## config.mk

```make
export PLATFORM = sky130hd
export DESIGN_NAME = rom_loader
export DESIGN_NICKNAME = d
export VERILOG_FILES = /design/src/rtl/rom_loader_pkg.sv /design/src/rtl/rom_loader_hold.sv /design/src/rtl/rom_loader.sv
export SDC_FILE = /design/constraint.sdc
export NUM_CORES = 1
export LEC_CHECK = 0
export BUFFER_PORTS_ARGS = -buffer_cell sky130_fd_sc_hd__buf_2
export CAP_MARGIN = 30
export CORE_MARGIN = 5
export CORE_UTILIZATION = 50
export DETAILED_ROUTE_END_ITERATION = 16
export PLACE_DENSITY = 0.72
export SYNTH_ARGS = -nofsm -noshare
export SYNTH_HDL_FRONTEND = slang
export SYNTH_HIERARCHICAL = 1
export SYNTH_SLANG_ARGS = --single-unit
export TNS_END_PERCENT = 10
```

## constraint.sdc

```tcl
create_clock -name clock -period 3.4 [get_ports clock]
set_clock_uncertainty 0.2 [all_clocks]
set_input_delay 0.34 -clock clock [delete_from_list [all_inputs] [get_ports clock]]
set_output_delay 0.34 -clock clock [all_outputs]
set_load 0.02 [all_outputs]
```

## src/rtl/rom_loader_pkg.sv

```systemverilog
// Shared definitions for the ROM loader: FSM state encodings, ROM image region
// bases and default build parameters.
package rom_loader_pkg;

  typedef logic [1:0] state_t;

  localparam state_t S_IDLE  = 2'd0;
  localparam state_t S_LOAD  = 2'd1;
  localparam state_t S_WRITE = 2'd2;
  localparam state_t S_HOLD  = 2'd3;

  localparam logic [15:0] ROM128_BASE = 16'h0000;
  localparam logic [15:0] ROM48_BASE  = 16'h8000;
  localparam logic [15:0] ESX_BASE    = 16'hC000;

  localparam logic [15:0] DEFAULT_LAST = 16'hDFFF;
  localparam int          DEFAULT_HOLD = 16;

endpackage

```

## src/rtl/rom_loader_hold.sv

```systemverilog
// Loadable down-counter settle timer: busy while non-zero, expire marks the
// final busy cycle.
module rom_loader_hold #(
  parameter int W = 16
) (
  input  logic         clock,
  input  logic         reset,
  input  logic         load,
  input  logic [W-1:0] len,
  output logic         busy,
  output logic         expire
);

  logic [W-1:0] cnt;

  // NOTE: sequential state uses non-blocking assignments so every flop samples pre-edge values.
  always_ff @(posedge clock or negedge reset) begin
    if (!reset)
      cnt <= '0;
    else if (load)
      cnt <= len;
    else if (cnt != '0)
      cnt <= cnt - W'(1);
  end

  assign busy   = (cnt != '0);
  assign expire = (cnt == W'(1));

endmodule

```

## src/rtl/rom_loader.sv

```systemverilog
// Streams download bytes into the ROM init port and holds the CPU in reset while
// loading. Define ROM_LOADER_CHECKSUM_EN to add a modulo-256 checksum output.
module rom_loader
  import rom_loader_pkg::*;
#(
  parameter logic [15:0] LAST = DEFAULT_LAST,
  parameter int          HOLD = DEFAULT_HOLD
) (
  input  logic        clock,
  input  logic        reset,
  input  logic        start,
  input  logic        dlEnd,
  input  logic        dlValid,
  output logic        dlReady,
  input  logic [7:0]  dlD,
  output logic        iniBusy,
  output logic        iniWr,
  output logic [7:0]  iniD,
  output logic [15:0] iniA,
  output logic        rstOut,
  output logic        done,
  output logic        overflow,
  output logic [15:0] count
`ifdef ROM_LOADER_CHECKSUM_EN
  ,
  output logic [7:0]  sum
`endif
);

  // One extra address bit lets addr park at LAST+1 without wrapping.
  localparam logic [16:0] LAST17   = {1'b0, LAST};
  localparam logic [15:0] HOLD_LEN = 16'(HOLD);

  state_t      state;
  logic [16:0] addr;
  logic        endSeen;
  logic        xfer;
  logic        inRange;
  logic        holdLoad;
  logic        holdBusy;
  logic        holdExpire;

  assign dlReady = (state == S_LOAD);
  assign xfer    = dlValid && dlReady;
  assign inRange = (addr <= LAST17);
  assign rstOut  = !iniBusy;

  assign holdLoad = ((state == S_LOAD) && dlEnd && !xfer) ||
                    ((state == S_WRITE) && (endSeen || dlEnd));

  rom_loader_hold #(.W(16)) u_hold (
    .clock  (clock),
    .reset  (reset),
    .load   (holdLoad),
    .len    (HOLD_LEN),
    .busy   (holdBusy),
    .expire (holdExpire)
  );

  always_ff @(posedge clock or negedge reset) begin
    if (!reset) begin
      state    <= S_IDLE;
      addr     <= '0;
      endSeen  <= 1'b0;
      iniBusy  <= 1'b0;
      iniWr    <= 1'b0;
      iniD     <= '0;
      iniA     <= '0;
      done     <= 1'b0;
      overflow <= 1'b0;
      count    <= '0;
`ifdef ROM_LOADER_CHECKSUM_EN
      sum      <= '0;
`endif
    end else begin
      iniWr <= 1'b0;
      done  <= 1'b0;
      case (state)
        S_IDLE: begin
          if (start) begin
            state    <= S_LOAD;
            iniBusy  <= 1'b1;
            addr     <= {1'b0, ROM128_BASE};
            endSeen  <= 1'b0;
            overflow <= 1'b0;
            count    <= '0;
`ifdef ROM_LOADER_CHECKSUM_EN
            sum      <= '0;
`endif
          end
        end
        S_LOAD: begin
          if (xfer) begin
            iniD    <= dlD;
            iniA    <= addr[15:0];
            iniWr   <= inRange;
            endSeen <= dlEnd;
            state   <= S_WRITE;
          end else if (dlEnd) begin
            state <= S_HOLD;
          end
        end
        S_WRITE: begin
          // Bytes past LAST are dropped; addr stops at LAST+1.
          if (inRange) begin
            count <= count + 16'd1;
            addr  <= addr + 17'd1;
`ifdef ROM_LOADER_CHECKSUM_EN
            sum   <= sum + iniD;
`endif
          end else begin
            overflow <= 1'b1;
          end
          state <= (endSeen || dlEnd) ? S_HOLD : S_LOAD;
        end
        S_HOLD: begin
          if (holdExpire || !holdBusy) begin
            state   <= S_IDLE;
            iniBusy <= 1'b0;
            done    <= 1'b1;
          end
        end
        default: state <= S_IDLE;
      endcase
    end
  end

endmodule

```

# Yosys cells after proc, flatten, opt, wreduce, memory -nomap -nowiden
# Index checks and enable logic that the tools add are counted.
word_totals:
  ram_bits: 0
  register_bits: 80
  latch_bits: 0
  elab_cells: 73
  romBits: 0
  memories: 0
op_classes:
  eq_ne: 10
  n_shift: 0
  muxes: 26
  multipliers: 0
  bitwise_logic: 0
  addsub: 3
  reduce_logical: 22
  div: 0
  order_cmp: 1
ops:
  columns: ["operator", "count"]
  rows:
  - ["$mux 16", 4]
  - ["$mux 17", 2]
  - ["$pmux 17 s2", 1]
  - ["$pmux 16 s2", 1]
  - ["$add 17x1->17 const B", 1]
  - ["$le 17x16->1 const B", 1]
  - ["$add 16x1->16 const B", 1]
  - ["$eq 16x1->1 const B", 1]
  - ["$reduce_bool 16->1", 1]
  - ["$sub 16x1->16 const B", 1]
  - ["$reduce_and 3->1", 5]
  - ["$mux 2", 5]
  - ["$mux 1", 9]
  - ["$ne 2x2->1 const B", 4]
  - ["$pmux 2 s4", 1]
  - ["$reduce_bool 2->1", 4]
  - ["$pmux 1 s2", 3]
  - ["$eq 2x2->1 const B", 2]
  - ["$logic_and 1x1->1", 4]
  - ["$logic_not 1->1", 3]
  - ["$logic_or 1x1->1", 3]
  - ["$ne 3x2->1 const B", 1]
  - ["$eq 2x1->1 const B", 1]
  - ["$logic_not 2->1", 1]
  - ["other kinds (2)", 2]

# Depth between registers and ports, before layout
# Gate-level depths: netlist of the first run.
depth:
  ltp_word: 6
  depth_mapped: 10

# Modules after synthesis
# Netlist of the first run, hierarchy kept.
by_module_without_submodules:
  columns: ["mod", "n_inst", "seq_area_each_um2", "area_each_um2", "cells_each"]
  rows:
  - ["rom_loader", 1, 1601.5, 3184.3, 306]
  - ["rom_loader_hold", 1, 400.4, 989.7, 112]

# Worst setup path after synthesis of the first run
# OpenSTA, ideal clock, no wires.
synth_timing:
  path_type: "flip-flop to flip-flop"
  from: "register u_hold.cnt[0]"
  to: "register state[1]"
  slack_ps: 1261
  synth_period_minus_slack_ps: 2139
  arrival_time_ps: 1806
  n_path_buf: 0
  setup_ps: 133
  stages_incl_launch_ff: 11
  cell_sequence: "dfrtp_1 -> inv_1 -> ha_1 -> nor3b_2 -> nand2_1 -> nor2_4 -> inv_1 -> inv_1 -> o21ai_0 -> nor2_1 -> a221oi_1"
synth_via:
  elab_chain_len: 5
synth_lines:
  columns: ["element", "line_no", "text"]
  rows:
  - ["start, declared", "rom_loader_hold.sv:14", "logic [W-1:0] cnt;"]
  - ["start signal, assigned", "rom_loader_hold.sv:21", "cnt <= len;"]
  - ["start signal, assigned", "rom_loader_hold.sv:23", "cnt <= cnt - W'(1);"]
  - ["$reduce_bool 16->1", "rom_loader_hold.sv:26", "assign busy = (cnt != '0);"]
  - ["named net holdBusy", "rom_loader.sv:40", "logic holdBusy;"]
  - ["$logic_not 1->1", "rom_loader.sv:117", "if (holdExpire || !holdBusy) begin"]
  - ["$logic_or 1x1->1", "rom_loader.sv:117", null]
  - ["$ne 2x2->1 (no source line)", null, null]
  - ["$reduce_and 3->1 (no source line)", null, null]
  - ["end signal, assigned", "rom_loader.sv:114", "state <= (endSeen || dlEnd) ? S_HOLD : S_LOAD;"]
  - ["end, declared", "rom_loader.sv:34", "state_t state;"]
# The timed path passes the listed nets, and every way through them passes these cells.
# A chain may end at the register's enable or synchronous reset.

# Worst setup path after layout of the first run
layout_timing:
  from: "register addr[0]"
  to: "register addr[14]"
layout_via:
  elab_chain_len: 3
layout_lines:
  columns: ["element", "line_no", "text"]
  rows:
  - ["start, declared", "rom_loader.sv:35", "logic [16:0] addr;"]
  - ["start signal, assigned", "rom_loader.sv:83", "addr <= {1'b0, ROM128_BASE};"]
  - ["start signal, assigned", "rom_loader.sv:107", "addr <= addr + 17'd1;"]
  - ["$add 17x1->17 or $le 17x16->1 (tied branches)", "rom_loader.sv:107, rom_loader.sv:45", null]
  - ["$mux 17 or $ne 2x2->1 (tied branches)", null, null]
  - ["$pmux 17 s2 or $reduce_and 3->1 (tied branches)", null, null]
# Parallel ways exist; a longest one is shown, timed or not. The select of a mux whose other input is x is not followed.

==> reports/metrics.cfg, run 1 <==
[cts]
htree_levels = 3
cts.path.max_buffers = 2
clkTransAtPathRegs_ps = 80
cts_root_buffer = clkbuf_8
holdBufCountCts = 1
clkLatencyLatePin_ps = 360
post_cts_buffers = 0
ctsResizeCount = 0
clkSinkCount = 80
cts_tree = yes
cts_buffers = 9

[global_routing]
antenna_found_initial = 0
grt_use_total_pct = 18.8
met1_usage_pct = 27.7
grt_max_degree = 45
grt_pass1_vias = 3192
busiest_layer = met2
use_met2_pct = 28.1
gr-total-overflow = 0
grt_first_pass_wirelength_mm = 15.7
grt_util_met3_pct = 3.37

[logic_synthesis]
synthAdderAreaFrac_pct = 1.20
seq_area_frac_synth_pct = 48.0
synthArstFlopShare_pct = 100
yosysWarnings = 6
synth_top_area_share_pct = 48.0
synthXorXnorAreaFrac_pct = 1.68
synth-compound-area-share_pct = 20.1
yosys.area_share.simple_pct = 18.0
syn_area_per_cell_um2 = 9.99
synth.area.top_cells = dfrtp_1, mux2_2, o21ai_0
synth_cells = 418
syn-cell-area_um2 = 4170
synth_top_family_by_area = compound AO/OA/AOI/OAI gates
synth_edf_count = 0
ys_seq_elements = 80
synthMuxAreaShare_pct = 7.31
synth.distinct_cells = 62
synth_ff_type = dfrtp_1
synth_top_cell_by_area = dfrtp_1

[sta]
maxSlewViolCount = 0
fmax_ghz = 0.392
tightest_slew_ps = 1130
post-route-min-period_ps = 2550
slew_headroom_pct = 24.1
whs_ps = 11.7
rsz0062_at_grt = false
final.setup.tns_ps = 0
finalHoldViolations = 0
setup_violations = 0
timing.final.crit_share_pct = 75.1

[detailed_routing]
first_pass_iters = 6
drtIter0Drc = 212
routed_wl_mm = 9.20
route.detailed.wl_per_inst_um = 15.3
drc = 0
antenna_left = 0
vias = 3451
viasPerCell = 5.74

[critical_path]
arrival_ps = 2610
critPathMaxFanout = 15
reg2reg_depth = 6
worstSetupPathType = register to register
cp-start-kind = register
worst-endpoint-required_ps = 3460
r2r_slack_ps = 850
end_kind = register

[die]
die_h_um = 101
core_area_um2 = 8180
dieArea_um2 = 10300
ios = 59
start_util_pct = 51.1
fp-row-count = 33
die_x_um = 101

[cells_and_area]
layout_commonest_cell = dfrtp_1
multi_input_area_um2 = 2080
nFillCells = 714
final_nets = 508
layout_common_cells = dfrtp_1, buf_2, nand2_1, o21ai_0, nor2_1
drive_gt1_share_pct = 23.8
syn_to_final_growth_pct = 16.5
antenna-diode-count = 0
layout.area.seq_um2 = 2000

[run]
drv_cap = 0

[pwr]
p_leak_nw = 2.23
max-vdd-ir-drop_mv = 0.303
powerDensity_nw_per_um2 = 512
power.total_mw = 2.49

[placed_design]
gp_congestion = 0.922
dp_hpwl_mm = 6.48
port_buffers = 58

[hold_path]
holdPathStages = 2
hp-class = input pin to register

[status]
status = completed

worst paths after layout:
kind	start	end
max	addr[0]	addr[14]
min	dlD[3]	iniD[3]
max reg2reg	addr[0]	addr[14]
min reg2reg	iniA[13]	iniA[13]
max in group asynchronous	reset	addr[16]
min in group asynchronous	reset	iniD[5]
where the power goes:
part	internal [mW]	switching, mW	leakage [nW]
sequential	1.08	0.166	0.955
clock	0.437	0.347	0.107
combinational	0.207	0.249	1.17
total	1.73	0.762	2.23
layer usage:
layer / wire length, um / vias to the layer above
met5: 0 / -
met3: 593 / 11
met1: 4360 / 1626
met2: 4140 / 133
met4: 111 / 0
li1: - / 1681
cells in the mapped netlist (9+ instances only):
library cell  count
nand2_1          44
mux2_2           20
nor2_1           27
and3_1           10
a21oi_1          24
inv_1            15
a31oi_1          15
o21ai_0          34
nand3_1          11
dfrtp_1          80
clkbuf_1          9
worst max-delay path: stages (launching register included):
cell     delay, ps
dfrtp_1        450
ha_1           270
and3_1         200
and2_1         230
a31oi_4        430
nand2_1        370
a31oi_1        310
cell type report:
type	count	area share (%)
Clock buffer	12	2.98
Clock inverter	4	1.57
Inverter	15	1.16
Multi-Input combinational cell	319	42.7
Sequential cell	80	41.2
Tap cell	105	2.70
Timing Repair Buffer	66	7.72
logic make-up after synthesis:
| kind of cell | count (synthesis) |
|---|---|
| mux | 28 |
| compound gates | 123 |
| fa+ha+maj | 4 |
| xor+xnor | 8 |
| buf+inv | 33 |
| other cells | 2 |
| flops | 80 |
| simple gates | 140 |
flip-flops by register name, indices dropped and copies added (netlist names):
name and flops:
iniD 8, overflow 1, endSeen 1, addr 17, state 2, count 16
u_hold/cnt 16, done 1, iniWr 1, iniBusy 1, iniA 16
through the flow:
stage	area, um^2	util, %	setup WS (ps)	instances
after CTS	4860	59.5	836	601
after detailed placement	4630	56.7	866	584
after global routing	4860	59.5	567	601
after global placement	4600	56.3	944	583
final	4860	59.5	847	601
after floorplan	4230	-	1260	432
No activity file was read; power rests on OpenSTA's default activity.
==> run 2, diff against run 1 <==
--- a/config.mk
+++ b/config.mk
@@ -10,7 +10,7 @@
 export CORE_MARGIN = 5
 export CORE_UTILIZATION = 50
 export DETAILED_ROUTE_END_ITERATION = 16
-export PLACE_DENSITY = 0.72
+export PLACE_DENSITY = 0.75
 export SYNTH_ARGS = -nofsm -noshare
 export SYNTH_HDL_FRONTEND = slang
 export SYNTH_HIERARCHICAL = 1
==> constraint.sdc (replaced) <==
create_clock -name clock -period 2.2 [get_ports clock]
set_clock_uncertainty 0.2 [all_clocks]
set_input_delay 0.22 -clock clock [delete_from_list [all_inputs] [get_ports clock]]
set_output_delay 0.22 -clock clock [all_outputs]
set_load 0.02 [all_outputs]
==> reports/metrics.cfg, run 2 (synthesis gave the netlist of run 1 again) <==
[status]
status = completed

[cells_and_area]
largest_register_ffs = 17  ; unchanged
syn_to_final_growth_pct = 26.1
layout_commonest_cell = dfrtp_1
finalNonFillerCells = 644  ; +7.2%
layout_common_cells = dfrtp_1, buf_2, nand2_1, buf_4, o21ai_0
drive_gt1_share_pct = 29.7  ; +5.9 points
antenna-diode-count = 0  ; unchanged
final_nets = 551  ; +8.5%
largest-register = addr

[sta]
whs_ps = 57.4  ; +45.7 ps
rsz0062_at_grt = true
slew_headroom_pct = 65.3  ; +41 points
fmax_ghz = 0.472  ; +21%
tightest_slew_ps = 521  ; -607 ps
finalHoldViolations = 0  ; unchanged
timing.final.crit_share_pct = 96.3  ; +21 points
setup_violations = 0  ; unchanged
maxSlewViolCount = 0  ; unchanged
post-route-min-period_ps = 2120  ; -435 ps

[cts]
htree_levels = 3  ; unchanged
clkTransAtPathRegs_ps = 80  ; about the same
cts_root_buffer = clkbuf_8
clkSinkCount = 80  ; unchanged
cts.path.max_buffers = 2  ; unchanged
clkLatencyLatePin_ps = 350  ; about the same
cts_buffers = 9  ; unchanged
cts_tree = yes

[critical_path]
slowest_stage = a21boi_4
worst-endpoint-required_ps = 2270  ; -1190 ps
max_stage_delay_ps = 400  ; -50 ps
startpoint = state[0]
reg2reg_depth = 6  ; unchanged
worstSetupPathType = register to register
crit_cells = 6  ; unchanged
cp-start-kind = register
r2r-start = state[0]
cp_cell_sequence = nand2b_1 -> a311oi_4 -> a21boi_4 -> buf_12 -> o2111ai_1 -> mux2i_1
reg2reg_to = count[11]
critPathMaxFanout = 11  ; -4
critPathBufInv = 1  ; +1
arrival_ps = 2190  ; -420 ps
r2r_slack_ps = 80  ; -770 ps
end_kind = register
path_delay_family = compound AO/OA/AOI/OAI gates
crit_end = count[11]

[detailed_routing]
viasPerCell = 5.64  ; -1.8%
route.detailed.wl_per_inst_um = 15.8  ; +3.1%
routed_wl_mm = 10.2  ; +10%
drtIter0Drc = 188  ; -11%
first_pass_iters = 4  ; -2
drc = 0  ; unchanged
antenna_left = 0  ; unchanged
vias = 3633  ; +5.3%

[global_routing]
grt_first_pass_wirelength_mm = 17.0  ; +8.9%
antenna_found_initial = 0  ; unchanged
busiest_layer = met2
use_met2_pct = 32.6  ; +4.6 points
grt_use_total_pct = 20.5  ; +1.7 points
grt_util_met3_pct = 3.44  ; +0.069 points
gr-total-overflow = 0  ; unchanged
met1_usage_pct = 27.9  ; +0.24 points
grt_max_degree = 42  ; -6.7%
grt_pass1_vias = 3670  ; +15%

[die]
ios = 59  ; unchanged
fp-row-count = 33  ; unchanged
start_util_pct = 51.1  ; unchanged
dieArea_um2 = 10300  ; unchanged
die_h_um = 101  ; unchanged
core_area_um2 = 8180  ; unchanged
die_x_um = 101  ; unchanged

[hold_path]
hp-class = input pin to register

[run]
drv_cap = 0  ; unchanged

[placed_design]
gp_congestion = 0.921  ; about the same
dp_hpwl_mm = 7.12  ; +9.9%
dpl.cell_count = 611  ; +4.6%
port_buffers = 58  ; unchanged

[pwr]
p_leak_nw = 2.44  ; +9.6%
powerDensity_nw_per_um2 = 728  ; +42%
max-vdd-ir-drop_mv = 0.452  ; +49%

run 2: worst min-delay path by stage:
stage	end	slack, ps	startpoint	depth (start not counted)
5_1_grt	state[0]	90	dlValid	4
6_report	state[0]	60	dlValid	4
3_3_place_gp	iniD[5]	20	reset	1
2_1_floorplan	addr[0]	-280	reset	0
3_5_place_dp	iniD[0]	30	reset	1
4_1_cts	state[0]	50	dlValid	4
run 2: report_power, final:
| group | internal [mW] | leakage, nW | total (mW) | switching [mW] |
|---|---|---|---|---|
| clock | 0.559 | 0.0989 | 1.11 | 0.556 |
| sequential | 1.68 | 0.954 | 1.92 | 0.239 |
| combinational | 0.383 | 1.39 | 0.801 | 0.418 |
run 2: layer usage:
layer  vias up  part of all wire (%)
li1       1760                     -
met1      1752                    46
met2       101                    48
met3        20                   4.7
met4         0                   2.0
met5         -                     0
run 2: through the flow:
| stage | utilization (%) | cell area, um^2 | setup TNS (ps) | setup slack (ps) | total power [mW] |
|---|---|---|---|---|---|
| 3_5_place_dp | 59.7 | 4880 | 0 | 20.7 | 2.70 |
| 6_report | 64.4 | 5260 | 0 | 82.0 | 3.83 |
| 2_1_floorplan | - | 4230 | 0 | 61.1 | 2.41 |
| 3_3_place_gp | 59.7 | 4880 | 0 | 118 | 2.66 |
| 5_1_grt | 64.4 | 5260 | -77.6 | -36.6 | 4.05 |
| 4_1_cts | 63.4 | 5180 | 0 | 48.3 | 3.83 |
run 2: timing repair:
item | in CTS | in global routing
endpoints found under the hold margin | 48 | 0
pin swaps | 0 | 2
hold buffers | 10 | 0
endpoints found under the setup margin | 4 | 21
buffers inserted | 0 | 7
gates resized for setup | 1 | 9
run 2: worst reg2reg max path, cell delays in order, from the launching register on:
cell and delay [ps]:
dfrtp_1 390, nand2b_1 230, a311oi_4 330, a21boi_4 400, buf_12 180, o2111ai_1 140, mux2i_1 180
run 2: area by class of cell:
type / count / area [um^2]
repair buffers: 109 / 771
multi-input cells: 319 / 2100
clock inverters: 6 / 67.6
flip-flops and latches: 80 / 2000
well taps: 105 / 131
clock buffers: 10 / 138
inverters: 15 / 56.3
fillers: 674 / 2910
==> run 3, diff against run 2 <==
--- a/config.mk
+++ b/config.mk
@@ -10,6 +10,7 @@
 export CORE_MARGIN = 5
 export CORE_UTILIZATION = 50
 export DETAILED_ROUTE_END_ITERATION = 16
+export GPL_TIMING_DRIVEN = 0
 export PLACE_DENSITY = 0.75
 export SYNTH_ARGS = -nofsm -noshare
 export SYNTH_HDL_FRONTEND = slang
==> reports/metrics.cfg, run 3 (synthesis gave the netlist of run 1 again) <==
[critical_path]
max_stage_delay_ps = 470  ; +70 ps
startpoint = addr[13]
path_delay_family = simple AND/OR/NAND/NOR gates
crit_cells = 7  ; +1
critPathMaxFanout = 7  ; -4
r2r-start = addr[13]
cp-start-kind = register
slowest_stage = dfrtp_2
worstSetupPathType = register to register
critPathBufInv = 2  ; +1
end_kind = register
crit_end = count[2]
cp_cell_sequence = and4bb_1 -> and4_1 -> clkbuf_4 -> a21boi_4 -> buf_6 -> or3_1 -> o221a_2
reg2reg_depth = 7  ; +1
reg2reg_to = count[2]
arrival_ps = 2220  ; +30 ps
r2r_slack_ps = 20  ; -60 ps
worst-endpoint-required_ps = 2240  ; -30 ps

[placed_design]
dp_hpwl_mm = 7.07  ; -0.71%
pre_cts_slack_ps = -349  ; -370 ps
gp_congestion = 0.838  ; -9.0%
dpl.cell_count = 597  ; -2.3%
port_buffers = 58  ; unchanged
place_area_um2 = 4680  ; -4.0%

[detailed_routing]
routed_wl_mm = 10.5  ; +3.1%
dr_wl_met2_mm = 4.88  ; +0.85%
met3WireLength_um = 668  ; +40%
wirelength_met1_mm = 4.74  ; +2.4%
route.detailed.wl_per_inst_um = 16.6  ; +5.2%
routed.top_layer = met4
first_pass_iters = 5  ; +1
antenna_left = 0  ; unchanged
drc = 0  ; unchanged
viasPerCell = 5.78  ; +2.5%
drtIter0Drc = 258  ; +37%
vias = 3647  ; +0.39%

[sta]
maxSlewViolCount = 0  ; unchanged
slew_headroom_pct = 61.1  ; -4.2 points
whs_ps = 31.4  ; -26.0 ps
post-route-min-period_ps = 2180  ; +61.6 ps
rsz0062_at_grt = true
timing.final.crit_share_pct = 99.1  ; +2.8 points
finalHoldViolations = 0  ; unchanged
fmax_ghz = 0.459  ; -2.8%
tightest_slew_ps = 580  ; +59.6 ps
fin_ws_ps = 20.4  ; -61.6 ps
setup_violations = 0  ; unchanged

[cts]
cts_root_buffer = clkbuf_8
cts.path.max_buffers = 2  ; unchanged
clkLatencyLatePin_ps = 350  ; about the same
cts_tree = yes
clkSinkCount = 80  ; unchanged
clkTransAtPathRegs_ps = 80  ; about the same
cts_buffers = 9  ; unchanged
htree_levels = 3  ; unchanged

[pwr]
p_sw_share_pct = 30.1  ; -1.5 points
p_comb_share_pct = 18.8  ; -2.1 points
powerDensity_nw_per_um2 = 781  ; +7.3%
p_sw_mw = 1.22  ; +1.0%
internal_power_mw = 2.84  ; +8.5%
p_leak_nw = 2.39  ; -2.3%
power.share.clock_pct = 32.5  ; +3.4 points
seq_power_share_pct = 48.6  ; -1.4 points
max-vdd-ir-drop_mv = 0.456  ; +1.0%

[cells_and_area]
finalNonFillerCells = 631  ; -2.0%
largest-register = addr
nFillCells = 666  ; -1.2%
layout_common_cells = dfrtp_1, buf_2, nand2_1, o21ai_0, nor2_1
layout_commonest_cell = dfrtp_1
antenna-diode-count = 0  ; unchanged
design_area_um2 = 5210  ; -1.0%
syn_to_final_growth_pct = 24.8
final_nets = 540  ; -2.0%
drive_gt1_share_pct = 30.2  ; +0.54 points
largest_register_ffs = 17  ; unchanged

[die]
ios = 59  ; unchanged
core_area_um2 = 8180  ; unchanged
die_x_um = 101  ; unchanged
fp-row-count = 33  ; unchanged
start_util_pct = 51.1  ; unchanged
dieArea_um2 = 10300  ; unchanged
die_h_um = 101  ; unchanged

[status]
status = completed

[global_routing]
grt_first_pass_wirelength_mm = 17.3  ; +1.3%
grt_use_total_pct = 20.9  ; +0.40 points
grt_pass1_vias = 3455  ; -5.9%
grt_max_degree = 61  ; +45%
gr-total-overflow = 0  ; unchanged
antenna_found_initial = 0  ; unchanged

[run]
drv_cap = 0  ; unchanged

[hold_path]
hp-class = input pin to register

## run 3: changes by cell type in the layout (fill, tap and decap cells not counted), sizes merged
cell | before | now
buf | 99 | 77
clkbuf | 10 | 22
bufinv | 1 | 3
clkinv | 2 | 0
clkinvlp | 2 | 0
inv | 16 | 15
## run 3: area by class of cell
class / instances / area (um^2) / area share, %
multi-input cells: 319 / 2140 / 41.2
flip-flops and latches: 80 / 2010 / 38.6
repair buffers: 81 / 512 / 9.83
clock buffers: 11 / 151 / 2.91
well taps: 105 / 131 / 2.52
plain buffers: 17 / 110 / 2.11
clock inverters: 3 / 90.1 / 1.73
inverters: 15 / 56.3 / 1.08
## run 3: power by group through the flow
stage	Clock (mW)	Combinational, mW	Sequential, mW
after detailed placement	0	0.714	1.95
after CTS	1.34	0.756	1.96
after global routing	1.40	0.858	2.01
final	1.32	0.765	1.98
after global placement	0	0.674	1.94
after floorplan	0	0.431	1.98
## run 3: routing by layer
metal  vias to the layer above  global-route usage [%]
met4                         0                    7.98
met3                        14                    3.24
li1                       1740                       -
met5                         -                       0
met2                       136                    31.4
met1                      1757                    30.6
## run 3: worst min path at each step
stage	cells after the start	from	slack [ps]	end
finish	4	dlValid	30	state[0]
global route	3	dlEnd	60	endSeen
CTS	4	dlValid	30	state[0]
detailed placement	1	reset	-70	iniD[5]
global placement	2	dlD[4]	250	iniD[4]
floorplan	0	reset	-280	addr[0]
## run 3: per-stage QoR
step	power (mW)	util, %	TNS [ps]
floorplan	2.41	-	0
global placement	2.62	56.9	-5750
detailed placement	2.67	57.3	-7040
CTS	4.06	62.6	-1460
global route	4.26	63.7	-78.2
finish	4.07	63.7	0
## run 3: worst register-to-register path, cell delays in order, from the launching register on
cell,delay (ps)
dfrtp_2,470
and4bb_1,280
and4_1,210
clkbuf_4,200
a21boi_4,110
buf_6,150
or3_1,340
o221a_2,120
## run 3: timing repair
item / CTS / global route
setup buffers: 6 / 5
resized for setup: 14 / 29
pin swaps: 3 / 4
endpoints found under the hold margin: 89 / 0
hold buffers: 10 / 0
endpoints found under the setup margin: 51 / 50
